### src/rtl/servo_pwm_rx_sched.sv
// Buffers per-channel capture results, round-robins them onto one valid/ready stream, flags overrun/loss.
// Optional out-of-range flagging when SERVO_PWM_RX_RANGE_CHECK_EN is defined.
module servo_pwm_rx_sched #(
  parameter int NUM_CH = 4,
  parameter int TICK_W = 12,
  parameter int CH_W   = $clog2(NUM_CH)
) (
  input  logic                     clk,
  input  logic                     rst,
  input  logic [TICK_W-1:0]        cfg_ui_clk_ticks,
  input  logic [NUM_CH-1:0]        cfg_ch_en,
  input  logic [TICK_W-1:0]        cfg_timeout_ui,
  input  logic [TICK_W-1:0]        cfg_min_ui,
  input  logic [TICK_W-1:0]        cfg_max_ui,
  input  logic                     cfg_clr_status,
  output logic [TICK_W-1:0]        ui_clk_ticks,
  input  logic [NUM_CH*TICK_W-1:0] rx_ticks,
  input  logic [NUM_CH-1:0]        rx_dv,
  output logic                     out_valid,
  input  logic                     out_ready,
  output logic [CH_W-1:0]          out_ch,
  output logic [TICK_W-1:0]        out_ui_ticks,
  output logic                     out_range_err,
  output logic [NUM_CH-1:0]        sts_overrun,
  output logic [NUM_CH-1:0]        sts_lost
);

  typedef enum logic [0:0] {ST_IDLE = 1'b0, ST_PRESENT = 1'b1} state_t;

  state_t             state_r;
  logic [TICK_W-1:0]  hold_r [NUM_CH];
  logic [NUM_CH-1:0]  pending_r;
  logic [CH_W-1:0]    rr_r;
  logic [NUM_CH-1:0]  accept_s;
  logic [NUM_CH-1:0]  load_s;
  logic [CH_W-1:0]    grant_s;
  logic [CH_W-1:0]    idx_s;
  logic               found_s;
  logic               range_err_s;
  logic [TICK_W-1:0]  pre_r;
  logic               strobe_s;
  logic [TICK_W-1:0]  los_cnt_r [NUM_CH];
  logic [TICK_W-1:0]  los_cnt_nxt_s [NUM_CH];

  assign accept_s = rx_dv & cfg_ch_en;

  // Round-robin search: first pending channel after the last grant, wrapping.
  always_comb begin
    grant_s = {CH_W{1'b0}};
    found_s = 1'b0;
    idx_s   = {CH_W{1'b0}};
    for (int k = 1; k <= NUM_CH; k++) begin
      idx_s = CH_W'((int'(rr_r) + k) % NUM_CH);
      if (!found_s && pending_r[idx_s]) begin
        grant_s = idx_s;
        found_s = 1'b1;
      end else begin
        found_s = found_s;
      end
    end
  end

  // One-hot of the channel being moved into the output register this cycle.
  always_comb begin
    load_s = {NUM_CH{1'b0}};
    if (state_r == ST_IDLE && found_s) begin
      load_s[grant_s] = 1'b1;
    end else begin
      load_s = {NUM_CH{1'b0}};
    end
  end

`ifdef SERVO_PWM_RX_RANGE_CHECK_EN
  // Inclusive window check on the value being granted.
  always_comb begin
    range_err_s = (hold_r[grant_s] < cfg_min_ui) || (hold_r[grant_s] > cfg_max_ui);
  end
`else
  logic unused_range_cfg;
  assign unused_range_cfg = ^{cfg_min_ui, cfg_max_ui};
  assign range_err_s      = 1'b0;
`endif

  // Capture buffers, pending flags, sticky overrun and config fan-out.
  always_ff @(posedge clk) begin
    if (rst) begin
      ui_clk_ticks <= {TICK_W{1'b0}};
      pending_r    <= {NUM_CH{1'b0}};
      sts_overrun  <= {NUM_CH{1'b0}};
      for (int i = 0; i < NUM_CH; i++) hold_r[i] <= {TICK_W{1'b0}};
    end else begin
      ui_clk_ticks <= cfg_ui_clk_ticks;
      for (int i = 0; i < NUM_CH; i++) begin
        if (!cfg_ch_en[i]) begin
          pending_r[i] <= 1'b0;
        end else if (rx_dv[i]) begin
          hold_r[i]    <= rx_ticks[i*TICK_W +: TICK_W];
          pending_r[i] <= 1'b1;
        end else if (load_s[i]) begin
          pending_r[i] <= 1'b0;
        end else begin
          pending_r[i] <= pending_r[i];
        end
      end
      // A same-edge load hands off the old value, so that case is not an overrun.
      sts_overrun <= (sts_overrun & ~{NUM_CH{cfg_clr_status}}) | (accept_s & pending_r & ~load_s);
    end
  end

  // Output handshake FSM with registered beat fields.
  always_ff @(posedge clk) begin
    if (rst) begin
      state_r       <= ST_IDLE;
      out_valid     <= 1'b0;
      out_ch        <= {CH_W{1'b0}};
      out_ui_ticks  <= {TICK_W{1'b0}};
      out_range_err <= 1'b0;
      rr_r          <= CH_W'(NUM_CH - 1);
    end else begin
      case (state_r)
        ST_IDLE: begin
          if (found_s) begin
            out_ch        <= grant_s;
            out_ui_ticks  <= hold_r[grant_s];
            out_range_err <= range_err_s;
            rr_r          <= grant_s;
            out_valid     <= 1'b1;
            state_r       <= ST_PRESENT;
          end else begin
            out_valid <= 1'b0;
          end
        end
        ST_PRESENT: begin
          if (out_ready) begin
            out_valid <= 1'b0;
            state_r   <= ST_IDLE;
          end else begin
            out_valid <= 1'b1;
          end
        end
        default: begin
          out_valid <= 1'b0;
          state_r   <= ST_IDLE;
        end
      endcase
    end
  end

  always_comb begin
    strobe_s = (ui_clk_ticks != {TICK_W{1'b0}}) && (pre_r >= ui_clk_ticks - TICK_W'(1));
  end

  // UI prescaler; a zero period holds it at 0 and stops all loss timers.
  always_ff @(posedge clk) begin
    if (rst) begin
      pre_r <= {TICK_W{1'b0}};
    end else if (ui_clk_ticks == {TICK_W{1'b0}} || strobe_s) begin
      pre_r <= {TICK_W{1'b0}};
    end else begin
      pre_r <= pre_r + TICK_W'(1);
    end
  end

  // Saturating per-channel UI counters since the last accepted strobe.
  always_comb begin
    for (int i = 0; i < NUM_CH; i++) begin
      los_cnt_nxt_s[i] = los_cnt_r[i];
      if (accept_s[i]) begin
        los_cnt_nxt_s[i] = {TICK_W{1'b0}};
      end else if (strobe_s && (los_cnt_r[i] != {TICK_W{1'b1}})) begin
        los_cnt_nxt_s[i] = los_cnt_r[i] + TICK_W'(1);
      end else begin
        los_cnt_nxt_s[i] = los_cnt_r[i];
      end
    end
  end

  // Counters start saturated so every channel reads lost until its first strobe.
  always_ff @(posedge clk) begin
    if (rst) begin
      sts_lost <= {NUM_CH{1'b1}};
      for (int i = 0; i < NUM_CH; i++) los_cnt_r[i] <= {TICK_W{1'b1}};
    end else begin
      for (int i = 0; i < NUM_CH; i++) begin
        los_cnt_r[i] <= los_cnt_nxt_s[i];
        sts_lost[i]  <= cfg_ch_en[i] && (cfg_timeout_ui != {TICK_W{1'b0}})
                        && (los_cnt_nxt_s[i] >= cfg_timeout_ui);
      end
    end
  end

endmodule

### config.mk
export PLATFORM = sky130hd
export DESIGN_NAME = servo_pwm_rx_sched
export DESIGN_NICKNAME = d
export VERILOG_FILES = /design/src/rtl/servo_pwm_rx_sched.sv
export SDC_FILE = /design/constraint.sdc
export NUM_CORES = 1
export LEC_CHECK = 0
export CORE_MARGIN = 3
export CORE_UTILIZATION = 54
export CTS_CLUSTER_DIAMETER = 60
export DETAILED_ROUTE_END_ITERATION = 12
export PLACE_DENSITY = 0.83
export SKIP_CTS_REPAIR_TIMING = 1
export SYNTH_ARGS = -nofsm -noshare
export SYNTH_HDL_FRONTEND = slang
export SYNTH_SLANG_ARGS = --single-unit
### constraint.sdc
create_clock -name clk -period 6.5 [get_ports clk]
set_clock_uncertainty 0.05 [all_clocks]
set_input_delay 1.95 -clock clk [delete_from_list [all_inputs] [get_ports clk]]
set_output_delay 1.95 -clock clk [all_outputs]
set_load 0.05 [all_outputs]
# Word-level counts from Yosys, hierarchy flattened
# Memory sizes are Yosys's and may differ from the RTL's. A register that Yosys moved wholly into a read port is not among the register bits.
# Cells that the tools add are included.
[word_totals]
register_bits = 41
mem_bits_rw = 96
inputBits = 108
output_inout_bits = 36
word_cells = 158
mem_count = 2
[memory_table]
columns = ["memory", "words", "word_bits", "rd", "rd_clocked_by_memory_dff", "wr", "line_no", "rtl"]
rows = [
  ["hold_r", 4, 12, 1, 1, 4, "31", "logic [TICK_W-1:0] hold_r [NUM_CH];"],
  ["los_cnt_r", 4, 12, 4, 0, 4, "42", "logic [TICK_W-1:0] los_cnt_r [NUM_CH];"],
]
[classes]
n_addsub = 10
order_cmp = 11
eq_ne = 4
muxes = 65
bitwise_logic = 20
n_reduce_logical = 35
[ops]
columns = ["operator", "n"]
rows = [
  ["$mux 12", 16],
  ["$add 12x1->12 const B", 5],
  ["$ge 12x12->1", 5],
  ["$ne 12x12->1 const B", 4],
  ["$mux 1", 38],
  ["$reduce_bool 12->1", 2],
  ["$logic_and 1x1->1", 18],
  ["$and 4x4->4", 4],
  ["$lt 2x3->1 const B", 5],
  ["$logic_not 12->1", 1],
  ["$sub 12x1->12 const B", 1],
  ["$reduce_or 2->1", 5],
  ["$bmux 1 s2", 4],
  ["$mux 2", 4],
  ["$not 4->4", 2],
  ["$or 1x1->1", 8],
  ["$reduce_bool 2->1", 4],
  ["$not 1->1", 5],
  ["$add 2x1->2 const B", 2],
  ["$add 2x2->2 const B", 2],
  ["$mux 4", 1],
  ["$or 4x4->4", 1],
  ["$logic_not 1->1", 3],
  ["$demux 1 s2", 1],
  ["4 further kinds", 4],
]

# Logic depth before layout (Yosys ltp)
# Gate-level depths: netlist of the first run.
[depth]
word_depth = 21
depth_mapped = 22
ltp_nobuf = 20

# Least setup slack after synthesis of the first run
# No wires, ideal clock.
[synth_timing]
kind = "reg2reg"
start = "register ui_clk_ticks[0]"
end = "register sts_lost[0]"
setup_ps = 123
arrival_time_ps = 4815
t_required_ps = 6327
path_slack_ps = 1512
stages_incl_launch_ff = 22
synth_period_minus_slack_ps = 4988
cell_sequence = "dfxtp_1 > inv_1 > ha_1 > or4b_4 > or4_1 > nor3_1 > xnor2_1 > ha_1 > a21oi_1 > a21boi_0 > o21ai_2 > o21a_4 > buf_2 > or4_1 > nand2_1 > ha_1 > a21o_1 > a21o_1 > a2111oi_0 > o21ai_0 > a31oi_1 > o21ai_0"
[synth_lines]
columns = ["item", "line_no", "rtl"]
rows = [
  ["from (decl)", "16", "output logic [TICK_W-1:0] ui_clk_ticks,"],
  ["from (signal assigned)", "87", "ui_clk_ticks <= {TICK_W{1'b0}};"],
  ["from (signal assigned)", "92", "ui_clk_ticks <= cfg_ui_clk_ticks;"],
  ["to (signal assigned)", "181", "sts_lost <= {NUM_CH{1'b1}};"],
  ["to (signal, indexed assignment)", "186", "sts_lost[i] <= cfg_ch_en[i] && (cfg_timeout_ui != {TICK_W{1'b0}})"],
  ["to (decl)", "25", "output logic [NUM_CH-1:0] sts_lost"],
]

==> out/qor.csv, run 1 <==
metric;value;unit
Yosys reg bits;149;
CTS Root Cell;clkbuf_16;
TNS Setup;0;ns
final setup vio count;0;
Hold Path Depth;2;
CTS Buf Count;17;
H-Tree Level Count;4;
CP required;6.74;ns
Max Fclk;185;MHz
ys async rst share;0;%
Routed WL per cell;18.2;µm
critical path arrival;5.65;ns
Post-synth EDFFs;48;
critical path launch point type;register;
Worst-path clk slew;0.06;ns
Die Height;131;µm
fin area;10300;µm²
Cell Pwr Density;251;nW/µm²
CTS max path bufs;2;
Post-synth top flop;dfxtp_1;
syn avg cell area;9.16;µm²
Least-Margin Pin Slew;1.07;ns
cells on worst reg2reg path;20;
# diodes;0;
area delta synth->final;21.2;%
routability cong.;0.883;
Synth warnings;0;
CTS tree;built;
WL final;22600;µm
Cell variety after synth;56;
HPWL after DPL;15700;µm
fillcell total;1168;
most frequent cells in the layout;clkdlybuf4s50_1 (117), nand2_1 (113), dfxtp_1 (101);
Largest delay share family, worst path;compound AO/OA/AOI/OAI gates;
DRC viols;0;
sequential share of the synthesized area;40.9;%
worst rel slew slack;28.7;%
CP max-delay cell;o21a_4;
net count reported at finish;1186;
Clock power frac;37.8;%
final hold vios;0;
Worst Path Class, Setup;reg -> reg;
dpl cell area;9670;µm²
layout cells sized above 1;5.85;%
Bufs and invs on worst path;1;
Mapped Cells;923;
crit-path cells;inv_1 -> ha_1 -> or4b_4 -> or4_1 -> nor3_1 -> xnor2_1 -> ha_1 -> a21oi_1 -> a21boi_0 -> o21ai_2 -> o21a_4 -> or4_1 -> nand2_1 -> ha_1 -> a21o_1 -> a21o_1 -> a2111oi_0 -> o21ai_0 -> a31oi_1 -> o21ai_0;
Max stage delay on crit path;0.67;ns
CTS sink count;149;
Overall Global Routing Usage;25.7;%
most common cell after layout, fill and taps aside;clkdlybuf4s50_1;
Vias/cell;6.12;
Core ar.;15300;µm²
DR iter-0 viols;813;
Tcrit/Tclk final;83.3;%
Most Frequent Cell on Critical Path;ha_1;
Net Sw Frac;29.4;%
grt total ovfl;0;
Psw;0.000756;W
Max-Cap Viols;0;
via count;7566;
internal power component;0.00182;W
initial antenna violation count;1;
Hold WC Path Type;reg -> reg;
row cnt;45;
die area;17200;µm²
combinational power share;20.3;%
vias in the first global route;7007;
Post-Syn Area;8460;µm²
shortest period the worst path allows;5.42;ns
starting density of the core;55.4;%
status;finished clean;
die width;131;µm
Reg power frac;41.9;%
largest net degree at the start of global routing;78;
RSZ-0062 raised after global routing;false;
CP max FO;77;
Post-Syn Nets;1097;
max-slew violations;0;
Port Buf Inserts;118;
first-pass GRT wire length;36100;µm
IO Pins;144;
Critical Path Stages;20;
LEAKAGE;4.19;nW
post-detailed-route count of antenna-violating nets;0;
clk_lat worst skew;0.43;ns
Peak VDD IR;0.000197;V
Setup crit end kind;register;
DRT Pass-1 Iters;6;
[sequential cells by signal (all words and copies together), names as in the netlist]
signal,flops
out_ch,2
state_r,1
rr_r,2
ui_clk_ticks,12
pre_r,12
sts_overrun,4
los_cnt_r,48
pending_r,4
hold_r,48
sts_lost,4
out_ui_ticks,12
[tightest hold or removal path, stage by stage (launching register included)]
cell	delay, ns
dfxtp_1	0.31
nand2_1	0.05
a21oi_1	0.05
[cells in the mapped netlist, types with 6 or more instances]
library cell	number	area, µm²
xnor2_1	10	87.6
or3_1	15	93.8
nand2_1	113	424
edfxtp_1	48	1440
dfxtp_1	101	2020
nor3b_1	14	105
nor4_1	13	81.3
nor2b_1	15	93.8
o211ai_2	7	87.6
o211ai_1	23	173
nor2_1	39	146
o211a_1	6	60.1
ha_1	66	826
nand2b_1	11	68.8
a211oi_1	17	128
o21ai_0	23	115
xor2_1	9	78.8
buf_2	9	45.0
a21o_1	14	105
a21oi_1	32	160
and4_1	7	61.3
and3_1	63	394
nor3_1	8	40.0
or2_2	6	37.5
a311o_1	12	120
clkbuf_1	34	128
inv_1	16	60.1
o311ai_0	7	61.3
and2_1	13	81.3
or4_1	33	248
nand3_1	78	390
nand4_1	16	100
[worst paths after layout]
kind | start | to | slack [ns]
hold / removal | out_ui_ticks[6]$_SDFFE_PP0P_ | out_ui_ticks[6]$_SDFFE_PP0P_ | 0.41
setup reg to reg | ui_clk_ticks[0]$_SDFF_PP0_ | sts_lost[2]$_SDFF_PP1_ | 1.08
hold reg to reg | out_ui_ticks[6]$_SDFFE_PP0P_ | out_ui_ticks[6]$_SDFFE_PP0P_ | 0.41
setup / recovery | ui_clk_ticks[0]$_SDFF_PP0_ | sts_lost[2]$_SDFF_PP1_ | 1.08
[per-stage QoR]
step	std cells	hold slack [ns]	util [%]	total power (W)	worst slack [ns]
detailed placement	1204	0.398	63.4	0.00161	1.10
global placement	1204	0.389	63.4	0.00159	1.22
floorplan	923	0.376	-	0.00143	1.51
finish	1236	0.406	67.2	0.00257	1.08
CTS	1236	0.406	67.2	0.00257	1.09
global route	1236	0.421	67.2	0.00267	0.532
[layer usage]
metal | global-route usage (%) | wire length [µm] | up-vias | part of all wire, %
li1 | - | - | 3663 | -
met5 | 0 | 0 | - | 0
met1 | 33.7 | 9740 | 3562 | 43
met3 | 6.09 | 1570 | 40 | 7.0
met4 | 7.47 | 467 | 0 | 2.1
met2 | 42.4 | 10800 | 301 | 48
[cells by family (layout without fill, tap and decap cells)]
logic type,after synthesis,count (layout),share of synthesized area (%)
compound gates,165,165,14.4
buf+inv,69,171,3.76
simple gates,454,454,29.2
xor+xnor,19,19,1.97
flops,149,149,40.9
fa+ha+maj,66,66,9.76
other cells,1,1,0.0443
[cell type report]
type / instances / area (µm²) / share of cell area, %
flip-flops and latches: 149 / 3460 / 33.8
clock inverters: 11 / 97.6 / 0.952
clock buffers: 21 / 483 / 4.71
well taps: 211 / 264 / 2.57
inverters: 17 / 63.8 / 0.622
repair buffers: 122 / 1210 / 11.8
multi-input cells: 705 / 4680 / 45.6
[power groups by stage]
stage	Sequential, W	Combinational, W	Clock [W]
after detailed placement	0.00110	0.000512	0
final	0.00108	0.000521	0.000972
after global routing	0.00109	0.000573	0.00101
after global placement	0.00109	0.000499	0
after CTS	0.00108	0.000519	0.000973
after floorplan	0.00114	0.000290	0
Power figures use the tool's default switching activity.
==> run 2: changes to the inputs <==
--- a/config.mk
+++ b/config.mk
@@ -6,10 +6,10 @@
 export NUM_CORES = 1
 export LEC_CHECK = 0
 export CORE_MARGIN = 3
-export CORE_UTILIZATION = 54
+export CORE_UTILIZATION = 49
 export CTS_CLUSTER_DIAMETER = 60
 export DETAILED_ROUTE_END_ITERATION = 12
-export PLACE_DENSITY = 0.83
+export PLACE_DENSITY = 0.8
 export SKIP_CTS_REPAIR_TIMING = 1
 export SYNTH_ARGS = -nofsm -noshare
 export SYNTH_HDL_FRONTEND = slang
==> constraint.sdc (replaced) <==
create_clock -name clk -period 4.8 [get_ports clk]
set_clock_uncertainty 0.05 [all_clocks]
set_input_delay 1.44 -clock clk [delete_from_list [all_inputs] [get_ports clk]]
set_output_delay 1.44 -clock clk [all_outputs]
set_load 0.05 [all_outputs]
==> run 2 against run 1 <==
Against the previous run: the run now ends with setup timing left; clock-buffer cell count shrank 4; critical path depth is the same; hold slack gained 0.0052 ns; sequential power grew 35%; critical path type unchanged; highest routed layer unchanged.
==> out/qor.csv, run 2 (same netlist as run 1, synthesis figures left out) <==
metric;value;unit;change
status;complete, but fails checks;;
failing checks;setup timing;;
DRC viols;0;;unchanged
CP max FO;7;;-91%
shortest period the worst path allows;4.81;ns;-0.607 ns
crit-path cells;inv_4 -> ha_4 -> or4b_4 -> or4_4 -> nor3_2 -> xnor2_1 -> ha_1 -> and3_4 -> nand3_4 -> o21a_4 -> clkbuf_16 -> o211ai_1 -> nand2_2 -> ha_1 -> a21o_1 -> a21o_1 -> a2111oi_4 -> o21ai_1 -> a31oi_1 -> o21ai_1;;
Final WS setup;-0.0106;ns;-1.09 ns
final setup vio count;1;;+1
via count;7987;;+5.6%
vias in the first global route;7261;;+3.6%
DR iter-0 viols;729;;-10%
HPWL after DPL;16300;µm;+4.1%
# diodes;0;;unchanged
max-slew violations;0;;unchanged
CTS Buf Count;17;;unchanged
most common cell after layout, fill and taps aside;clkdlybuf4s50_1;;
CP required;5.07;ns;-1.67 ns
Core ar.;16800;µm²;+9.8%
Fin Hold WS;0.411;ns;+0.00520 ns
area delta synth->final;32.1;%;
die width;137;µm;+4.8%
Max-Cap Viols;0;;unchanged
routability cong.;0.887;;+0.45%
critical path arrival;5.08;ns;-0.57 ns
CTS max path bufs;2;;unchanged
Peak VDD IR;0.000283;V;+44%
worst rel slew slack;26.0;%;-2.6 points
CTS sink count;149;;unchanged
Max Fclk;208;MHz;+13%
Hold WC Path Type;reg -> reg;;
layout cells sized above 1;15.3;%;+9.4 points
Final Instance Count excl. Fillers;1294;;+4.7%
H-Tree Level Count;4;;unchanged
placed cell count;1244;;+3.3%
die area;18900;µm²;+9.7%
Vias/cell;6.17;;+0.83%
Util after Layout;66.7;%;-0.56 points
starting density of the core;50.5;%;-5.0 points
Die Height;137;µm;+4.8%
Worst Path Class, Setup;reg -> reg;;
Worst-path clk slew;0.07;ns;about the same
Overall Global Routing Usage;24.2;%;-1.4 points
IO Pins;144;;unchanged
Cell Pwr Density;332;nW/µm²;+32%
Power Total;0.00371;W;+44%
first-pass GRT wire length;36100;µm;+0.19%
net count reported at finish;1235;;+4.1%
CTS tree;built;;
post-detailed-route count of antenna-violating nets;0;;unchanged
CTS Root Cell;clkbuf_16;;
Max stage delay on crit path;0.54;ns;-0.13 ns
Setup crit end kind;register;;
critical path launch point type;register;;
clk_lat worst skew;0.43;ns;about the same
grt total ovfl;0;;unchanged
CP max-delay cell;or4_4;;
initial antenna violation count;0;;-1
row cnt;47;;+4.4%
final hold vios;0;;unchanged
LEAKAGE;4.53;nW;+8.0%
Port Buf Inserts;118;;unchanged
Largest regs;hold_r: 48 flops, los_cnt_r: 48 flops;;
WL final;24600;µm;+9.0%
fillcell total;1301;;+11%
largest net degree at the start of global routing;57;;-27%
most frequent cells in the layout;clkdlybuf4s50_1 (117), nand2_1 (104), dfxtp_1 (99);;
DRT Pass-1 Iters;5;;-1
r2r setup slk;-0.01;ns;-1.09 ns
Least-Margin Pin Slew;1.11;ns;+0.0397 ns
RSZ-0062 raised after global routing;true;;
Routed WL per cell;19.0;µm;+4.2%
Tcrit/Tclk final;100;%;+17 points
[run 2: cell types whose count changed in the layout (fill, tap and decap cells not counted), sizes merged]
cell	before	now
bufinv	1	3
clkinvlp	1	0
clkinv	8	2
inv	18	27
clkbuf	21	19
buf	5	50
o21a	3	5
[run 2: area by class of cell]
class | instances | area, µm² | share of cell area (%)
clock buffer | 17 | 425 | 3.81
clock inverter | 15 | 206 | 1.85
inverter | 17 | 66.3 | 0.594
multi-input combinational | 707 | 5090 | 45.6
sequential | 149 | 3470 | 31.0
tap | 220 | 275 | 2.46
timing repair buffer | 169 | 1630 | 14.6
[run 2: stage by stage]
stage | TNS (ns) | cell area, µm² | setup slack (ns)
final | -0.0106 | 11200 | -0.0106
after global placement | -0.0182 | 9930 | -0.0123
after global routing | -0.509 | 11200 | -0.190
after CTS | -0.491 | 10600 | -0.279
after detailed placement | -0.289 | 9930 | -0.146
after floorplan | 0 | 8470 | 0.0194
[run 2: worst max-delay path: cells and delay by family (launching register included)]
kind                       cells  cell delay, ns
and+or+nand+nor                6            1.66
AOI/OAI and AO/OA              8            1.62
adders and majority gates      3            0.69
DFF                            1            0.35
buffers and inverters          2            0.23
xor gates and xnor gates       1            0.10
[run 2: routing by layer]
layer | part of all wire (%) | track usage, %
met2 | 48 | 39.0
met4 | 2.7 | 7.98
met3 | 6.8 | 5.59
met5 | 0 | 0
met1 | 42 | 32.3
[run 2: final timing paths]
path	start	endpoint	cells after the start
worst min-delay path	out_ui_ticks[8]$_SDFFE_PP0P_	out_ui_ticks[8]$_SDFFE_PP0P_	2
worst max register to register	ui_clk_ticks[0]$_SDFF_PP0_	sts_lost[0]$_SDFF_PP1_	20
worst min register to register	out_ui_ticks[8]$_SDFFE_PP0P_	out_ui_ticks[8]$_SDFFE_PP0P_	2
worst max-delay path	ui_clk_ticks[0]$_SDFF_PP0_	sts_lost[0]$_SDFF_PP1_	20
[run 2: power by group]
group	switching (W)	internal [W]
Sequential	0.0000691	0.00139
Clock	0.000601	0.000846
Combinational	0.000460	0.000339
==> run 3: changes to the inputs <==
--- a/config.mk
+++ b/config.mk
@@ -5,11 +5,14 @@
 export SDC_FILE = /design/constraint.sdc
 export NUM_CORES = 1
 export LEC_CHECK = 0
+export CELL_PAD_IN_SITES_DETAIL_PLACEMENT = 0
+export CELL_PAD_IN_SITES_GLOBAL_PLACEMENT = 1
 export CORE_MARGIN = 3
-export CORE_UTILIZATION = 49
+export CORE_UTILIZATION = 38
+export CTS_BUF_LIST = sky130_fd_sc_hd__clkbuf_8
 export CTS_CLUSTER_DIAMETER = 60
 export DETAILED_ROUTE_END_ITERATION = 12
-export PLACE_DENSITY = 0.8
+export PLACE_DENSITY = 0.81
 export SKIP_CTS_REPAIR_TIMING = 1
 export SYNTH_ARGS = -nofsm -noshare
 export SYNTH_HDL_FRONTEND = slang
==> run 3 against run 2 <==
Against the previous run: the flow now finishes without violations; core utilization down 16 points; critical path depth up 1; non-clock buffer count down 5; register-to-register slack better by 0.08 ns; combinational power down 4.0%; clock power down 31%; first-iteration DRC count down 44%; sequential power about the same; critical path type unchanged; highest routed layer unchanged.
==> out/qor.csv, run 3 (same netlist as run 1, synthesis figures left out) <==
metric;value;unit;change
status;finished clean;;
CTS max path bufs;2;;unchanged
CTS Root Cell;clkbuf_8;;
LEAKAGE;4.37;nW;-3.4%
CP required;5.10;ns;+0.03 ns
first-pass GRT wire length;37300;µm;+3.4%
Final WS setup;0.0709;ns;+0.0816 ns
Power Total;0.00322;W;-13%
Vias/cell;5.60;;-9.2%
CP max-delay cell;or4_4;;
shortest period the worst path allows;4.73;ns;-0.0816 ns
HPWL after DPL;16800;µm;+2.9%
Cell Pwr Density;297;nW/µm²;-11%
Die Height;155;µm;+13%
die width;155;µm;+13%
worst rel slew slack;25.2;%;-0.85 points
Final Instance Count excl. Fillers;1344;;+3.9%
most frequent cells in the layout;clkdlybuf4s50_1 (117), nand2_1 (107), dfxtp_1 (99);;
placed cell count;1297;;+4.3%
Max Fclk;211;MHz;+1.7%
Hold Path Depth;2;;unchanged
CTS tree;built;;
initial antenna violation count;1;;+1
routability cong.;0.786;;-11%
largest net degree at the start of global routing;53;;-7.0%
IO Pins;144;;unchanged
Max-Cap Viols;0;;unchanged
via count;7533;;-5.7%
Hold WC Path Type;reg -> reg;;
WL final;24200;µm;-1.4%
Fin Hold WS;0.409;ns;-0.00199 ns
Setup crit end kind;register;;
Worst Path Class, Setup;reg -> reg;;
clk_lat worst skew;0.46;ns;+0.03 ns
DRT Pass-1 Iters;4;;-1
TNS Setup;0;ns;+0.0106 ns
critical path arrival;5.03;ns;-0.05 ns
Least-Margin Pin Slew;1.12;ns;+0.00860 ns
DR iter-0 viols;410;;-44%
Tcrit/Tclk final;98.5;%;-1.7 points
H-Tree Level Count;4;;unchanged
cells on worst reg2reg path;21;;+5.0%
post-detailed-route count of antenna-violating nets;0;;unchanged
final setup vio count;0;;-1
vias in the first global route;7069;;-2.6%
DRC viols;0;;unchanged
Port Buf Inserts;118;;unchanged
grt total ovfl;0;;unchanged
Max stage delay on crit path;0.49;ns;-0.05 ns
max-slew violations;0;;unchanged
most common cell after layout, fill and taps aside;clkdlybuf4s50_1;;
Routed WL per cell;18.0;µm;-5.1%
die area;24100;µm²;+28%
layout cells sized above 1;13.6;%;-1.7 points
Core ar.;21400;µm²;+28%
pre-CTS setup slack;-0.109;ns;+0.0374 ns
crit-path cells;inv_4 -> ha_4 -> or4b_4 -> or4_4 -> nor3_4 -> xnor2_1 -> ha_1 -> nand3_2 -> a21boi_2 -> o21ai_4 -> o21a_4 -> buf_6 -> buf_8 -> or4_4 -> nand2_2 -> ha_4 -> a21o_1 -> a2111oi_2 -> o21ai_1 -> a31oi_1 -> o21ai_1;;
final hold vios;0;;unchanged
starting density of the core;39.5;%;-11 points
RSZ-0062 raised after global routing;true;;
CP max FO;8;;+1
CTS Buf Count;17;;unchanged
Peak VDD IR;0.000169;V;-40%
critical path launch point type;register;;
CTS sink count;149;;unchanged
Overall Global Routing Usage;19.3;%;-4.9 points
Largest regs;hold_r: 48 flops, los_cnt_r: 48 flops;;
Worst-path clk slew;0.11;ns;+0.04 ns
row cnt;53;;+13%
net count reported at finish;1229;;-0.49%
area delta synth->final;28.1;%;
==> run 3: final cells by class <==
type | instances | area, µm²
fill | 1998 | 10600
timing repair buffer | 164 | 1580
tap | 275 | 344
clock inverter | 15 | 176
clock buffer | 17 | 234
sequential | 149 | 3470
antenna | 1 | 2.50
inverter | 17 | 66.3
multi-input combinational | 706 | 4960
==> run 3: critical path: cells and delay by family (launching register included) <==
kind,cells,cell delay [ns]
and+or+nand+nor,6,1.76
AOI/OAI and AO/OA,8,1.37
adders and majority gates,3,0.69
DFF,1,0.36
buffers and inverters,3,0.33
xor gates and xnor gates,1,0.08
==> run 3: final timing paths <==
path / startpoint / to / slack (ns)
setup / recovery: ui_clk_ticks[0]$_SDFF_PP0_ / sts_lost[3]$_SDFF_PP1_ / 0.07
hold / removal: out_ui_ticks[8]$_SDFFE_PP0P_ / out_ui_ticks[8]$_SDFFE_PP0P_ / 0.41
setup reg to reg: ui_clk_ticks[0]$_SDFF_PP0_ / sts_lost[3]$_SDFF_PP1_ / 0.07
hold reg to reg: out_ui_ticks[8]$_SDFFE_PP0P_ / out_ui_ticks[8]$_SDFFE_PP0P_ / 0.41
==> run 3: routing by layer <==
| layer | global-route usage, % | share of wire, % |
|---|---|---|
| met1 | 27.5 | 46 |
| met2 | 30.4 | 47 |
| met3 | 3.56 | 5.2 |
| met4 | 4.96 | 1.4 |
| met5 | 0 | 0 |
==> run 3: power by group <==
part | internal [W] | leakage [nW] | switching (W)
Sequential | 0.00139 | 1.32 | 0.0000641
Combinational | 0.000326 | 2.84 | 0.000441
Clock | 0.000400 | 0.208 | 0.000594
Total | 0.00212 | 4.37 | 0.00110
==> run 3: per-stage QoR <==
| stage | cell area [µm²] | util [%] |
|---|---|---|
| final | 10800 | 50.6 |
| after global placement | 9990 | 46.7 |
| after global routing | 10800 | 50.6 |
| after floorplan | 8470 | - |
| after detailed placement | 9990 | 46.7 |
| after CTS | 10400 | 48.6 |
